**config.mk**
```make
export PLATFORM = sky130hd
export DESIGN_NAME = gate_vector_sequencer
export DESIGN_NICKNAME = d
export VERILOG_FILES = /design/src/rtl/gate_vector_sequencer_pkg.sv /design/src/rtl/gate_vector_sequencer_settle_timer.sv /design/src/rtl/gate_vector_sequencer.sv
export SDC_FILE = /design/constraint.sdc
export NUM_CORES = 1
export LEC_CHECK = 0
export CAP_MARGIN = 10
export CELL_PAD_IN_SITES_DETAIL_PLACEMENT = 1
export CELL_PAD_IN_SITES_GLOBAL_PLACEMENT = 1
export CORE_MARGIN = 1.5
export CORE_UTILIZATION = 36
export DETAILED_ROUTE_END_ITERATION = 7
export GPL_ROUTABILITY_DRIVEN = 0
export PLACE_DENSITY = 0.81
export SLEW_MARGIN = 20
export SYNTH_ARGS = -nofsm -noshare
export SYNTH_HDL_FRONTEND = slang
export SYNTH_SLANG_ARGS = --single-unit
```
**constraint.sdc**
```tcl
create_clock -name clock_50 -period 1.68 [get_ports clock_50]
set_input_delay 0.336 -clock clock_50 [delete_from_list [all_inputs] [get_ports clock_50]]
set_output_delay 0.336 -clock clock_50 [all_outputs]
set_load 0.01 [all_outputs]
```
**src/rtl/gate_vector_sequencer_pkg.sv**
```systemverilog
// gate_test_pkg: shared types and constants for the gate vector sequencer.
//   gts_state_t - sequencer state encoding (IDLE, APPLY, SETTLE, CHECK, FINISH)
//   ERRCNT_W    - width of the saturating mismatch counter
package gate_test_pkg;

  typedef enum logic [2:0] {
    IDLE   = 3'd0,
    APPLY  = 3'd1,
    SETTLE = 3'd2,
    CHECK  = 3'd3,
    FINISH = 3'd4
  } gts_state_t;

  localparam int ERRCNT_W = 16;

endpackage

```
**src/rtl/gate_vector_sequencer_settle_timer.sv**
```systemverilog
// gate_settle_timer: down-counter that times the settle window between
// driving a stimulus vector and sampling the gate outputs.
//   clock_50  in   system clock, rising edge
//   reset_n   in   asynchronous active-low reset
//   load      in   load the counter with load_val
//   load_val  in   TW bits, start value of the countdown
//   expired   out  counter has reached zero
module gate_settle_timer #(
  parameter int  SETTLE_CYCLES = 1,
  localparam int TW            = $clog2(SETTLE_CYCLES + 1)
) (
  input  logic          clock_50,
  input  logic          reset_n,
  input  logic          load,
  input  logic [TW-1:0] load_val,
  output logic          expired
);

  logic [TW-1:0] count_r;

  // Countdown register: load on request, otherwise decrement and park at zero.
  always_ff @(posedge clock_50 or negedge reset_n) begin
    if (!reset_n) begin
      count_r <= {TW{1'b0}};
    end else if (load) begin
      count_r <= load_val;
    end else if (count_r != {TW{1'b0}}) begin
      count_r <= count_r - TW'(1);
    end else begin
      count_r <= count_r;
    end
  end

  // Pure decode of the counter register.
  assign expired = (count_r == {TW{1'b0}});

endmodule

```
**src/rtl/gate_vector_sequencer.sv**
```systemverilog
// gate_vector_sequencer: self-test controller for hex single-input gate
// models. Walks every input combination onto stim, waits a settle window,
// compares resp against the expected inverter/buffer function and records
// mismatches.
//   clock_50       in   system clock, rising edge
//   reset_n        in   asynchronous active-low reset
//   start          in   request a run (honoured only in IDLE)
//   abort          in   cancel a run in progress
//   stim           out  WIDTH  gate inputs, bit0 = A1
//   resp           in   WIDTH  gate outputs, bit0 = Y1
//   busy           out  run in progress
//   done           out  one-cycle pulse at run completion
//   pass           out  last completed run had zero mismatches
//   error_count    out  16  saturating count of mismatching vectors
//   fail_mask      out  WIDTH  sticky OR of mismatching bit positions
//   first_fail_vec out  WIDTH  stim of the first mismatching vector
module gate_vector_sequencer
  import gate_test_pkg::*;
#(
  parameter int WIDTH         = 6,
  parameter int SETTLE_CYCLES = 1,
  parameter bit INVERT        = 1'b1
) (
  input  logic                clock_50,
  input  logic                reset_n,
  input  logic                start,
  input  logic                abort,
  output logic [WIDTH-1:0]    stim,
  input  logic [WIDTH-1:0]    resp,
  output logic                busy,
  output logic                done,
  output logic                pass,
  output logic [ERRCNT_W-1:0] error_count,
  output logic [WIDTH-1:0]    fail_mask,
  output logic [WIDTH-1:0]    first_fail_vec
);

  localparam int TW = $clog2(SETTLE_CYCLES + 1);
  // One extra bit so the terminal compare never relies on wrap-around.
  localparam logic [WIDTH:0] VEC_LAST = (WIDTH + 1)'((1 << WIDTH) - 1);
  localparam logic [ERRCNT_W-1:0] ERRCNT_MAX = {ERRCNT_W{1'b1}};

  gts_state_t       state_r;
  logic [WIDTH:0]   vec_r;
  logic [WIDTH-1:0] exp_s;
  logic [WIDTH-1:0] mism_bits_s;
  logic             mismatch_s;
  logic             timer_load_s;
  logic             timer_expired_s;
  logic [TW-1:0]    timer_load_val_s;

  assign timer_load_val_s = TW'(SETTLE_CYCLES - 1);

  // Expected response and per-bit mismatch for the vector currently on stim.
  always_comb begin
    exp_s        = INVERT ? ~stim : stim;
    mism_bits_s  = resp ^ exp_s;
    mismatch_s   = |mism_bits_s;
    timer_load_s = (state_r == APPLY);
  end

  gate_settle_timer #(
    .SETTLE_CYCLES(SETTLE_CYCLES)
  ) u_settle_timer (
    .clock_50(clock_50),
    .reset_n (reset_n),
    .load    (timer_load_s),
    .load_val(timer_load_val_s),
    .expired (timer_expired_s)
  );

  // Sequencer FSM with all result outputs registered.
  always_ff @(posedge clock_50 or negedge reset_n) begin
    if (!reset_n) begin
      state_r        <= IDLE;
      vec_r          <= {(WIDTH + 1){1'b0}};
      stim           <= {WIDTH{1'b0}};
      busy           <= 1'b0;
      done           <= 1'b0;
      pass           <= 1'b0;
      error_count    <= {ERRCNT_W{1'b0}};
      fail_mask      <= {WIDTH{1'b0}};
      first_fail_vec <= {WIDTH{1'b0}};
    end else if (abort && (state_r != IDLE)) begin
      // Abort wins over any CHECK update; partial counts are kept.
      state_r <= IDLE;
      stim    <= {WIDTH{1'b0}};
      busy    <= 1'b0;
      done    <= 1'b0;
      pass    <= 1'b0;
    end else begin
      case (state_r)
        IDLE: begin
          done <= 1'b0;
          stim <= {WIDTH{1'b0}};
          if (start) begin
            error_count    <= {ERRCNT_W{1'b0}};
            fail_mask      <= {WIDTH{1'b0}};
            first_fail_vec <= {WIDTH{1'b0}};
            vec_r          <= {(WIDTH + 1){1'b0}};
            busy           <= 1'b1;
            state_r        <= APPLY;
          end
        end
        APPLY: begin
          stim    <= vec_r[WIDTH-1:0];
          state_r <= SETTLE;
        end
        SETTLE: begin
          if (timer_expired_s) begin
            state_r <= CHECK;
          end
        end
        CHECK: begin
          if (mismatch_s) begin
            if (error_count != ERRCNT_MAX) begin
              error_count <= error_count + ERRCNT_W'(1);
            end
            fail_mask <= fail_mask | mism_bits_s;
            // Counter is still zero only before the first mismatch of the run.
            if (error_count == {ERRCNT_W{1'b0}}) begin
              first_fail_vec <= stim;
            end
          end
          if (vec_r == VEC_LAST) begin
            busy    <= 1'b0;
            done    <= 1'b1;
            pass    <= (error_count == {ERRCNT_W{1'b0}}) && !mismatch_s;
            state_r <= FINISH;
          end else begin
            vec_r   <= vec_r + (WIDTH + 1)'(1);
            state_r <= APPLY;
          end
        end
        FINISH: begin
          done    <= 1'b0;
          stim    <= {WIDTH{1'b0}};
          state_r <= IDLE;
        end
        default: begin
          state_r <= IDLE;
          stim    <= {WIDTH{1'b0}};
          busy    <= 1'b0;
          done    <= 1'b0;
        end
      endcase
    end
  end

endmodule

```
==> results of run 1 <==
power groups by stage:
stage | sequential, mW | clock, mW | combinational (mW)
after global routing | 1.46 | 0.804 | 2.99
after global placement | 1.41 | 0 | 1.66
after floorplan | 1.46 | 0 | 0.776
after CTS | 1.40 | 0.741 | 2.15
final | 1.45 | 0.760 | 2.88
after detailed placement | 1.42 | 0 | 1.75
cells by family after synthesis:
kind of cell	Yosys count	share of synthesized area [%]
flops	47	48.1
xor+xnor	8	2.87
simple gates	94	20.8
buf+inv	16	3.22
compound gates	76	22.2
fa+ha+maj	3	1.54
mux	3	1.23
worst max-delay path by stage:
stage	from	endpoint	cells after the start
2_1_floorplan	error_count[1]	error_count[1]	6
3_3_place_gp	start	error_count[15]	6
3_5_place_dp	resp[3]	error_count[1]	7
4_1_cts	error_count[0]	error_count[1]	7
5_1_grt	error_count[0]	error_count[13]	7
6_report	error_count[0]	error_count[13]	7
worst max-delay path, delay by kind of cell, from the launching register on:
kind,cells,cell delay (ns)
compound gates,2,0.52
simple gates,3,0.63
buf+inv,1,0.18
flops,1,0.45
fa+ha+maj,1,0.16
layout make-up:
type	count	area [sq um]	share of cell area [%]
multi-input cells	184	1640	36.8
repair buffers	165	1420	31.8
flip-flops and latches	47	1180	26.5
well taps	77	96.3	2.16
clock buffers	5	68.8	1.54
inverters	9	33.8	0.756
clock inverters	3	23.8	0.532
sequential cells by signal (all words and copies together) (netlist names):
signal	count
busy	1
done	1
error_count	16
fail_mask	6
first_fail_vec	6
pass	1
state_r	3
stim	6
vec_r	7
synth_stat cells, drive strengths merged (2+ instances only):
cell	n
a211o	2
a21bo	2
a21o	4
a21oi	15
a22o	6
a22oi	5
a311oi	2
and3	4
buf	6
dfrtp	47
ha	3
inv	9
mux2i	3
nand2	17
nand3	8
nand3b	4
nand4	6
nor2	30
nor3	7
nor4	6
o211ai	2
o21ai	15
o22a	3
o311ai	4
o31a	2
o31ai	7
or2	4
xnor2	7
per-layer routing:
metal	part of all wire (%)	vias to the layer above	track usage [%]
li1	-	1253	-
met1	38	1580	42.0
met2	50	199	59.8
met3	6.6	63	5.64
met4	5.0	0	17.3
met5	0	-	0
timing repair:
action | in CTS | in global routing
resized for setup | 81 | 53
pin swaps | 26 | 33
hold endpoints to repair | 0 | 0
setup buffers | 23 | 20
setup endpoints to repair | 57 | 38
hold buffers | 0 | 0
==> impl_metrics.json, run 1 <==
{
  "outcome": "finished, violations left",
  "failed_checks": "DRC, setup timing",
  "synth.yosys.warnings": 0,
  "holdWs_ns": 0.0714,
  "syn_avg_cell_area_sq_um": 9.90,
  "max-clock-path-buffers": 2,
  "p_leak_nw": 2.09,
  "worst_ep_required_time_ns": 1.89,
  "clkSlewWorstSetupHoldPaths_ns": 0.10,
  "area_leader_netlist": "sky130_fd_sc_hd__dfrtp_1",
  "critical_path.max_stage_delay_ns": 0.45,
  "grtUsageTotal_pct": 34.7,
  "die_height_microns": 85.4,
  "clkSinkCount": 47,
  "setup.worst_path.start_class": "flop",
  "grt_start_max_net_pins": 30,
  "seq_power_share_pct": 28.5,
  "internal_power_mw": 2.95,
  "timing_worst_setup_path_type": "reg2reg",
  "report.final.hold_viol_count": 0,
  "power_density_nw_per_um2": 1140,
  "clock_insertion_delay_worst_skew_ns": 0.33,
  "crit_chain": "ha_4 > nand4_1 > nor4_4 > buf_4 > a21o_4 > nor3_4 > a311oi_2",
  "drv_slew": 0,
  "num_antenna_cells": 0,
  "timing.max_slew.rel_slack_pct": 48.5,
  "antenna_found_initial": 0,
  "mappedNetlistArea_sq_um": 2440,
  "synth-async-reset-ratio_pct": 100,
  "clk_root_buffer_cell": "sky130_fd_sc_hd__clkbuf_8",
  "postLayoutSetupSlackWorst_ns": -0.388,
  "die_area_sq_um": 7290,
  "synth.yosys.seq_area_share_pct": 48.1,
  "clock_tree_from_tritoncts": "yes",
  "postSynthRegisterBits": 47,
  "final_layout_size_suffix_gt1_share_pct": 50.6,
  "buffer_ports.inserted": 46,
  "routed_wire_length_per_instance_microns": 29.2,
  "finalInstanceArea_sq_um": 4470,
  "net-switching-power_mw": 2.15,
  "overflow": 0,
  "ys.flop_type": "sky130_fd_sc_hd__dfrtp_1",
  "hold_class": "in2async",
  "p_sw_share_pct": 42.2,
  "reg2reg_from": "error_count[0]",
  "stdcell_count": 490,
  "p_total_mw": 5.09,
  "element_type_at_the_critical_path_end": "flop",
  "max_freq_mhz": 484,
  "initial_utilization_pct": 37.9,
  "final.setup_skew_ns": 0.0103,
  "clockPowerShare_pct": 14.9,
  "dpl_cell_area_sq_um": 3600,
  "placementRows": 29,
  "h-tree-depth": 2,
  "fillerInstances": 670,
  "timing.reg2reg.worst_path_depth": 7,
  "maximum_net_fanout_on_the_critical_path": 6,
  "synth_enable_flop_cells": 0,
  "place.detailed.instances": 442,
  "number_of_global_route_vias_before_repair": 3203,
  "crit-reg2reg-capture": "error_count[13]",
  "layout_common_cells": "sky130_fd_sc_hd__buf_4 (104), sky130_fd_sc_hd__dfrtp_1 (41), sky130_fd_sc_hd__dlygate4sd2_1 (25), sky130_fd_sc_hd__nor2_1 (22), sky130_fd_sc_hd__clkdlybuf4s50_1 (16)",
  "synth.area.top_cells": "sky130_fd_sc_hd__dfrtp_1 (48%), sky130_fd_sc_hd__nor2_1 (4.5%), sky130_fd_sc_hd__a21oi_1 (2.9%)",
  "net_count_after_synthesis": 260,
  "max_cap_violations": 0,
  "antenna_left": 0,
  "cp_data_arrival_time_ns": 2.28,
  "via_count": 3095,
  "most_common_cell_after_layout_fill_and_taps_aside": "sky130_fd_sc_hd__buf_4",
  "place_worst_setup_slack_ns": -0.644,
  "reg2reg_slack_ns": -0.39,
  "maximum_ir_drop_on_the_vdd_rail_uv": 901,
  "wire_length_reported_by_the_detailed_router_mm": 14.3,
  "detailedRoute.firstPassIterationCount": 7,
  "detail_route.vias_per_cell": 6.32,
  "comb_power_share_pct": 56.6,
  "grt_setup_unrepaired": "true",
  "num_io_pins": 47,
  "setup_violations": 38,
  "area_delta_synth_final_pct": 82.7,
  "finalWorstPathRequiredPeriod_ns": 2.07,
  "timing.critical_path.slowest_stage_cell": "sky130_fd_sc_hd__dfrtp_2",
  "postLayoutCoreUtil_pct": 69.2,
  "yosysUniqueCellTypes": 56,
  "worst-slew-pin-transition_ns": 0.773,
  "final.setup.tns_ns": -6.61,
  "syn_inst": 247,
  "drt-initial-drc-count": 259,
  "tritoncts.num_buffers": 5,
  "layout.nets": 425,
  "count_of_unresolved_drc_violations_after_routing": 3,
  "global_route_wire_length_before_repair_mm": 19.0,
  "place_hpwl_mm": 6.30,
  "core_region_area_sq_um": 6460,
  "die_width_microns": 85.4,
  "yosysTopAreaCellShare_pct": 48.1,
  "timing.final.crit_share_pct": 123
}
Power figures use the tool's default switching activity.
==> run 2, diff against run 1 <==
--- a/config.mk
+++ b/config.mk
@@ -5,14 +5,15 @@
 export SDC_FILE = /design/constraint.sdc
 export NUM_CORES = 1
 export LEC_CHECK = 0
+export ABC_AREA = 1
 export CAP_MARGIN = 10
 export CELL_PAD_IN_SITES_DETAIL_PLACEMENT = 1
 export CELL_PAD_IN_SITES_GLOBAL_PLACEMENT = 1
 export CORE_MARGIN = 1.5
-export CORE_UTILIZATION = 36
+export CORE_UTILIZATION = 35
 export DETAILED_ROUTE_END_ITERATION = 7
 export GPL_ROUTABILITY_DRIVEN = 0
-export PLACE_DENSITY = 0.81
+export PLACE_DENSITY = 0.82
 export SLEW_MARGIN = 20
 export SYNTH_ARGS = -nofsm -noshare
 export SYNTH_HDL_FRONTEND = slang
==> run 2 against run 1 <==
  * The run ends with setup timing left
  * Fmax grew 23%
  * Sequential cell count is the same
  * Largest power group unchanged
  * Worst setup slack gained 0.39 ns
  * Power shrank 17%
  * Combinational power shrank 28%
  * Area after synthesis grew 15%
  * Die area grew 18%
  * Worst hold slack gained 0.41 ns
  * Routed wire length shrank 34%
==> impl_metrics.json, run 2 <==
{
  "outcome": "finished, violations left",
  "failed_checks": "setup timing",
  "ys.flop_type": "sky130_fd_sc_hd__dfrtp_1",
  "postLayoutSetupSlackWorst_ns": -0.00198,
  "area_delta_synth_final_pct": 38.9,
  "setup.worst_path.start_class": "flop",
  "synth.yosys.warnings": 0,
  "final.setup.tns_ns": -0.00198,
  "worst_ep_required_time_ns": 1.88,
  "global_route_wire_length_before_repair_mm": 14.4,
  "place_worst_setup_slack_ns": -0.220,
  "final_layout_size_suffix_gt1_share_pct": 23.5,
  "drv_slew": 0,
  "timing.max_slew.rel_slack_pct": 68.7,
  "overflow": 0,
  "detailedRoute.firstPassIterationCount": 4,
  "syn_avg_cell_area_sq_um": 7.33,
  "via_count": 2966,
  "synth_enable_flop_cells": 0,
  "largest-register": "error_count",
  "element_type_at_the_critical_path_end": "flop",
  "count_of_unresolved_drc_violations_after_routing": 0,
  "seq_area_sq_um": 1190,
  "clkSinkCount": 47,
  "setup_violations": 1,
  "place_hpwl_mm": 6.68,
  "layout.nets": 488,
  "hold_class": "reg2reg",
  "report.final.hold_viol_count": 0,
  "area_leader_netlist": "sky130_fd_sc_hd__dfrtp_1",
  "max_freq_mhz": 595,
  "power_density_nw_per_um2": 1080,
  "clock_tree_from_tritoncts": "yes",
  "p_leak_nw": 1.85,
  "die_area_sq_um": 8570,
  "most_common_cell_after_layout_fill_and_taps_aside": "sky130_fd_sc_hd__nand2_1",
  "layout_common_cells": "sky130_fd_sc_hd__nand2_1 (113), sky130_fd_sc_hd__inv_1 (48), sky130_fd_sc_hd__buf_4 (39), sky130_fd_sc_hd__clkdlybuf4s50_1 (38), sky130_fd_sc_hd__nor2_1 (37)",
  "reg_top3": "error_count x16, vec_r x7",
  "tritoncts.num_buffers": 5,
  "largest_reg_flops": 16,
  "timing_worst_setup_path_type": "reg2reg",
  "synth_common_cells": "sky130_fd_sc_hd__nand2_1 (119), sky130_fd_sc_hd__inv_1 (50), sky130_fd_sc_hd__dfrtp_1 (47), sky130_fd_sc_hd__nor2_1 (40), sky130_fd_sc_hd__nand3_1 (37)",
  "clkSlewWorstSetupHoldPaths_ns": 0.10,
  "grt_start_max_net_pins": 31,
  "max-clock-path-buffers": 2,
  "grt_setup_unrepaired": "true",
  "cp_data_arrival_time_ns": 1.88,
  "postSynthRegisterBits": 47,
  "h-tree-depth": 2,
  "antenna_left": 0,
  "num_io_pins": 47,
  "initial_utilization_pct": 36.2,
  "max_cap_violations": 0,
  "antenna_found_initial": 0,
  "yosysUniqueCellTypes": 31,
  "placementRows": 32,
  "number_of_global_route_vias_before_repair": 2942,
  "multi_input_comb_area_sq_um": 1430,
  "synth.yosys.seq_area_share_pct": 41.9,
  "core_region_area_sq_um": 7770,
  "worst-slew-pin-transition_ns": 0.469,
  "maximum_ir_drop_on_the_vdd_rail_uv": 600,
  "clock_insertion_delay_worst_skew_ns": 0.31,
  "timing.final.crit_share_pct": 100,
  "wire_length_reported_by_the_detailed_router_mm": 9.50,
  "final.setup_skew_ns": 0.0108,
  "routed_wire_length_per_instance_microns": 16.4,
  "grtUsageTotal_pct": 21.0,
  "drt-initial-drc-count": 130,
  "syn_inst": 383,
  "buffer_ports.inserted": 46,
  "clk_root_buffer_cell": "sky130_fd_sc_hd__clkbuf_8",
  "mappedNetlistArea_sq_um": 2810,
  "synth.area.top_cells": "sky130_fd_sc_hd__dfrtp_1 (42%), sky130_fd_sc_hd__nand2_1 (16%), sky130_fd_sc_hd__inv_1 (6.7%)",
  "fillerInstances": 1008,
  "net_count_after_synthesis": 396,
  "die_height_microns": 92.6,
  "finalWorstPathRequiredPeriod_ns": 1.68,
  "detail_route.vias_per_cell": 5.13,
  "synth_most_common_cell": "sky130_fd_sc_hd__nand2_1",
  "maximum_net_fanout_on_the_critical_path": 10,
  "synth-async-reset-ratio_pct": 100,
  "num_antenna_cells": 0,
  "yosysTopAreaCellShare_pct": 41.9,
  "die_width_microns": 92.6
}
-- run 2: changes by cell type in the layout (fill, tap and decap cells not counted), sizes merged, moves of 7 or more --
cell and change:
o21ai +17, a21oi -8, clkdlybuf4s50 +22, o31ai -7, buf -77, dlygate4sd2 -21
nand3 +32, nand2 +109, inv +42, nor2 +15
-- run 2: cell families (layout without fill, tap and decap cells) --
group,after synthesis,in the layout,synth area share [%]
flip-flops,47,47,41.9
buffers and inverters,58,151,9.00
AND/OR/NAND/NOR,225,225,35.5
adder cells (fa/ha/maj),3,3,1.34
AO/OA/AOI/OAI,48,48,11.6
XOR/XNOR,2,2,0.624
-- run 2: layout make-up --
type	instances	share of cell area (%)
Clock inverter	2	0.417
Inverter	52	5.13
Clock buffer	6	2.12
Sequential cell	47	30.5
Timing Repair Buffer	91	21.8
Multi-Input combinational cell	278	36.7
Tap cell	102	3.27
-- run 2: worst paths after layout --
path                                   startpoint           endpoint  slack [ns]  depth (start not counted)
max in group asynchronous                 reset_n     error_count[5]        0.64                          3
worst min register to register  first_fail_vec[4]  first_fail_vec[4]        0.48                          2
worst max-delay path                      stim[0]     error_count[8]      -0.002                          9
min in group asynchronous                 reset_n    error_count[14]        0.51                          2
worst min-delay path            first_fail_vec[4]  first_fail_vec[4]        0.48                          2
worst max register to register            stim[0]     error_count[8]      -0.002                          9
-- run 2: repair_timing --
action                                  CTS  global route
buffers inserted                          2             9
gates cloned                              0             1
endpoints found under the setup margin   19            47
resized for setup                        14            27
hold endpoints to repair                 17             0
hold buffers                              1             0
pin swaps                                 0             4
-- run 2: per-stage QoR --
stage	area [sq um]	hold WS, ns	std cells	total power [mW]	utilization (%)
after floorplan	2810	0.0404	383	2.45	-
after global placement	3600	0.304	557	3.11	46.4
after detailed placement	3600	0.312	557	3.20	46.4
after CTS	3730	0.484	568	3.98	48.1
after global routing	3900	0.501	578	4.47	50.2
final	3900	0.477	578	4.22	50.2
-- run 2: critical path, cell delays in order (launching register included) --
cell	delay (ns)
sky130_fd_sc_hd__dfrtp_1	0.45
sky130_fd_sc_hd__inv_1	0.15
sky130_fd_sc_hd__nand2_1	0.06
sky130_fd_sc_hd__nand2_1	0.14
sky130_fd_sc_hd__nand2_1	0.09
sky130_fd_sc_hd__nor2_1	0.13
sky130_fd_sc_hd__nand3_2	0.12
sky130_fd_sc_hd__nand3_4	0.17
sky130_fd_sc_hd__clkbuf_16	0.20
sky130_fd_sc_hd__o21ai_2	0.06
-- run 2: per-layer routing --
| layer | global-route usage [%] | vias up | wire [microns] |
|---|---|---|---|
| met1 | 28.7 | 1479 | 4350 |
| met2 | 35.0 | 62 | 4800 |
| met4 | 5.38 | 0 | 146 |
| met5 | 0 | - | 0 |
| met3 | 2.87 | 15 | 205 |
| li1 | - | 1410 | - |
-- run 2: power by group --
| group | internal, mW | switching [mW] | total [mW] |
|---|---|---|---|
| clock | 0.337 | 0.431 | 0.768 |
| combinational | 0.873 | 1.20 | 2.07 |
| sequential | 1.27 | 0.112 | 1.39 |
| total | 2.48 | 1.74 | 4.22 |
==> RTL edit 1 (config.mk and constraints of run 2) <==
The 5 states of `gts_state_t` get a one-hot encoding in 5 bits.
--- a/src/rtl/gate_vector_sequencer_pkg.sv
+++ b/src/rtl/gate_vector_sequencer_pkg.sv
@@ -3,12 +3,12 @@
 //   ERRCNT_W    - width of the saturating mismatch counter
 package gate_test_pkg;
 
-  typedef enum logic [2:0] {
-    IDLE   = 3'd0,
-    APPLY  = 3'd1,
-    SETTLE = 3'd2,
-    CHECK  = 3'd3,
-    FINISH = 3'd4
+  typedef enum logic [4:0] {
+    IDLE   = 5'b00001,
+    APPLY  = 5'b00010,
+    SETTLE = 5'b00100,
+    CHECK  = 5'b01000,
+    FINISH = 5'b10000
   } gts_state_t;
 
   localparam int ERRCNT_W = 16;
Behaviour: no difference found for any inputs over 10 cycles, from zero or initial values and one cycle with reset_n low; not proved beyond that.
==> RTL edit 1 against run 2 <==
- the run still ends with negative setup slack left
- routed wire length rose by 20%
- sequential share of layout area fell by 1.3 points
- power fell by 8.3%
- synthesized area fell by 0.58%
- final area rose by 8.9%
- worst setup slack got worse by 140 ps
- sequential cell count rose by 2
- critical path depth rose by 2
- die area fell by 0.56%
- critical path type unchanged
- critical endpoint is now error_count[13]
- highest routed layer unchanged
==> RTL edit 1: results <==
INSERT INTO impl_metrics (metric_group, metric, value, unit) VALUES
('cts', 'count_of_instances_resized_after_the_clock_tree_is_built', '40', ''),
('place', 'place.detailed.instances', '583', ''),
('route', 'num_vias', '3152', ''),
('layout', 'filler_cell_count', '966', ''),
('sta', 'setup_slack', '-145', 'ps'),
('yosys', 'synth.avg_cell_area', '7.05', 'sq um'),
('cts', 'cts_post_setup_buffers_inserted', '6', ''),
('run_status', 'violations_in_the_final_reports', 'negative setup slack', ''),
('power', 'power.ir.vdd_worst', '0.498', 'mV'),
('route', 'via_per_inst', '5.11', ''),
('yosys', 'yosysSeqAreaShare', '44.0', '%'),
('place', 'detailed_place.area', '3690', 'sq um'),
('grt', 'grt_pass1_wl', '16300', 'um'),
('grt', 'globalRouteTotalUtil', '24.6', '%'),
('grt', 'grt_pass1_vias', '3356', ''),
('critical_path', 'arrival_time_reported_for_the_critical_path_endpoint', '2080', 'ps'),
('power', 'static-leakage-power', '2.03', 'nW'),
('layout', 'drive_above_1_share', '29.1', '%'),
('critical_path', 'timing.reg2reg.worst_path_depth', '11', ''),
('sta', 'clock_skew', '6.42', 'ps'),
('sta', 'max_slew.worst_pin.slew', '452', 'ps'),
('sta', 'setup-violations-final', '41', ''),
('yosys', 'ys_types', '27', ''),
('run_status', 'run_status', 'finished with violations', ''),
('critical_path', 'critPathMaxFanout', '8', '');
[RTL edit 1: changes by cell type after synthesis, moves of 5 or more]
cell                             run 2  this run
sky130_fd_sc_hd__inv_1              50        45
sky130_fd_sc_hd__nand2_1           119       148
sky130_fd_sc_hd__nand2_2             6         0
sky130_fd_sc_hd__nand3_1            37        18
sky130_fd_sc_hd__nand4_1             7        13
sky130_fd_sc_hd__nor2_1             40        54
sky130_fd_sc_hd__o21ai_2            15         0
sky130_fd_sc_hd__o32ai_1             6         0
[RTL edit 1: area by class of cell]
class                      count  area [sq um]  area share, %
timing repair buffer         118          1060           25.0
inverter                      45           178           4.18
clock inverter                 1          30.0          0.707
multi-input combinational    295          1530           36.0
clock buffer                   7          86.3           2.03
tap                          102           128           3.00
sequential                    49          1240           29.2
[RTL edit 1: routing by layer]
metal | GRT usage (%) | wire length [um] | vias to the layer above | part of all wire (%)
li1 | - | - | 1475 | -
met3 | 3.04 | 266 | 23 | 2.3
met2 | 44.9 | 6050 | 73 | 53
met1 | 29.5 | 4820 | 1581 | 42
met4 | 8.97 | 299 | 0 | 2.6
met5 | 0 | 0 | - | 0
[RTL edit 1: path summary, 6_finish.rpt]
path                                    from           endpoint  slack, ps
max                               state_r[0]    error_count[13]       -150
min                        first_fail_vec[0]  first_fail_vec[0]        490
max reg2reg                       state_r[0]    error_count[13]       -150
min reg2reg                first_fail_vec[0]  first_fail_vec[0]        490
max in group asynchronous            reset_n         state_r[0]        730
min in group asynchronous            reset_n               busy        510
[RTL edit 1: cell families after synthesis]
logic type                 synth area share [%]
and+or+nand+nor                            39.3
AOI/OAI and AO/OA                          5.51
adders and majority gates                  1.34
DFF                                        44.0
buffers and inverters                      7.71
xor gates and xnor gates                   2.20
[RTL edit 1: power groups by stage]
stage | Clock [mW] | Sequential, mW | Combinational, mW
floorplan | 0 | 1.28 | 0.599
global placement | 0 | 1.28 | 1.05
detailed placement | 0 | 1.28 | 1.09
CTS | 0.914 | 1.26 | 1.38
global route | 0.974 | 1.27 | 1.75
finish | 0.931 | 1.27 | 1.68
[RTL edit 1: critical path: stages, from the launching register on]
cell and delay (ps):
sky130_fd_sc_hd__dfstp_2 560, sky130_fd_sc_hd__inv_2 50, sky130_fd_sc_hd__nor2_4 110, sky130_fd_sc_hd__inv_1 60
sky130_fd_sc_hd__nor2_2 90, sky130_fd_sc_hd__nor2_2 60, sky130_fd_sc_hd__nor2_4 180, sky130_fd_sc_hd__nand2_4 120
sky130_fd_sc_hd__buf_4 170, sky130_fd_sc_hd__nor2_8 190, sky130_fd_sc_hd__nand2_1 100, sky130_fd_sc_hd__nand2_1 80
==> RTL edit 2 (settings of run 2) <==
Without the edit above. `INVERT`: 1'b1 -> 1'b0.
--- a/src/rtl/gate_vector_sequencer.sv
+++ b/src/rtl/gate_vector_sequencer.sv
@@ -19,7 +19,7 @@
 #(
   parameter int WIDTH         = 6,
   parameter int SETTLE_CYCLES = 1,
-  parameter bit INVERT        = 1'b1
+  parameter bit INVERT        = 1'b0
 ) (
   input  logic                clock_50,
   input  logic                reset_n,
Behaviour: not the same (a bounded check fails within 10 cycles, from zero or initial values and one cycle with reset_n low).
==> RTL edit 2 against run 2 <==
- the flow finishes with violations (negative hold slack, negative setup slack)
- synthesized area rose by 1.6%
- worst setup slack got worse by 46 ps
- sequential share of layout area fell by 1.3 points
- non-clock buffer count rose by 5
- first-iteration DRC count fell by 21%
- final area rose by 4.6%
- sequential cell count did not move
- routed wire length rose by 6.6%
- power rose by 8.5%
- clock skew rose by 3.3 ps
==> RTL edit 2: results <==
INSERT INTO impl_metrics (metric_group, metric, value, unit) VALUES
('grt', 'grt_start_max_net_pins', '48', ''),
('run_status', 'run_status', 'finished with violations', ''),
('sta', 'setup-violations-final', '18', ''),
('sta', 'totalNegativeSetupSlack', '-383', 'ps'),
('grt', 'grt_pass1_vias', '3051', ''),
('sta', 'clock_skew', '14.1', 'ps'),
('run_status', 'violations_in_the_final_reports', 'negative hold slack, negative setup slack', ''),
('sta', 'setup_slack', '-48.0', 'ps'),
('sta', 'fin_worst_hold_slack', '-3.56', 'ps'),
('critical_path', 'critPathMaxFanout', '7', ''),
('critical_path', 'ff_to_ff_end', 'error_count[5]', ''),
('worst_hold_path', 'min-delay-path-class', 'input port to asynchronous set/reset pin', ''),
('yosys', 'yosysSeqAreaShare', '41.2', '%'),
('place', 'sum_of_net_half_perimeters_after_detailed_placement', '6650', 'um'),
('route', 'postRouteWirelength', '10100', 'um'),
('yosys', 'synthesis.instances', '382', ''),
('layout', 'filler_cell_count', '979', ''),
('grt', 'globalRouteTotalUtil', '21.7', '%'),
('yosys', 'ys_types', '32', ''),
('place', 'place_worst_setup_slack', '-299', 'ps'),
('power', 'static-leakage-power', '1.94', 'nW'),
('route', 'drt-initial-drc-count', '103', ''),
('grt', 'grt_pass1_wl', '14600', 'um'),
('yosys', 'biggest_area_contributors_in_the_synthesized_netlist', 'sky130_fd_sc_hd__dfrtp_1 (41%), sky130_fd_sc_hd__nand2_1 (15%), sky130_fd_sc_hd__inv_1 (6.3%), sky130_fd_sc_hd__nand3_1 (6.0%), sky130_fd_sc_hd__nor2_1 (5.5%)', ''),
('sta', 'hold_viol', '6', '');
RTL edit 2: cell types whose count changed after synthesis, moves of 3 or more:
| cell | run 2 | this run |
|---|---|---|
| sky130_fd_sc_hd__nor2_4 | 1 | 4 |
| sky130_fd_sc_hd__nand2_2 | 6 | 15 |
| sky130_fd_sc_hd__nand3_1 | 37 | 34 |
| sky130_fd_sc_hd__o21ai_1 | 0 | 3 |
| sky130_fd_sc_hd__o21ai_0 | 17 | 14 |
| sky130_fd_sc_hd__nand2_1 | 119 | 111 |
RTL edit 2: timing repair:
item,4_1_cts,5_1_grt
endpoints found under the setup margin,15,43
gates resized for setup,14,42
buffers inserted,6,12
pin swaps,3,10
gates cloned,1,1
RTL edit 2: how the worst max path moves through the flow:
stage,endpoint,cells after the start
floorplan,error_count[2],10
global placement,error_count[7],11
detailed placement,error_count[8],11
CTS,error_count[5],10
global route,first_fail_vec[2],10
finish,error_count[5],9
RTL edit 2: report_power, final:
part	switching, mW	internal (mW)	total, mW
Clock	0.408	0.482	0.891
Combinational	1.29	0.993	2.28
Sequential	0.143	1.27	1.41
RTL edit 2: per-layer routing:
| layer | wire (um) | track usage (%) | share of wire, % |
|---|---|---|---|
| met1 | 4110 | 25.3 | 41 |
| met2 | 5190 | 38.8 | 51 |
| met3 | 394 | 3.90 | 3.9 |
| met4 | 435 | 8.71 | 4.3 |
| met5 | 0 | 0 | 0 |
RTL edit 2: final cells by class:
type                       instances  area share, %
sequential                        47           29.2
tap                              102           3.13
multi-input combinational        279           37.6
clock buffer                       6           2.02
timing repair buffer              96           22.5
clock inverter                     2          0.859
inverter                          50           4.72
RTL edit 2: kinds of logic after synthesis:
logic type / Yosys count / synth area share (%)
AND/OR/NAND/NOR: 226 / 36.3
AO/OA/AOI/OAI: 49 / 11.6
adder cells (fa/ha/maj): 3 / 1.32
buffers and inverters: 56 / 9.25
flip-flops: 47 / 41.2
XOR/XNOR: 1 / 0.307
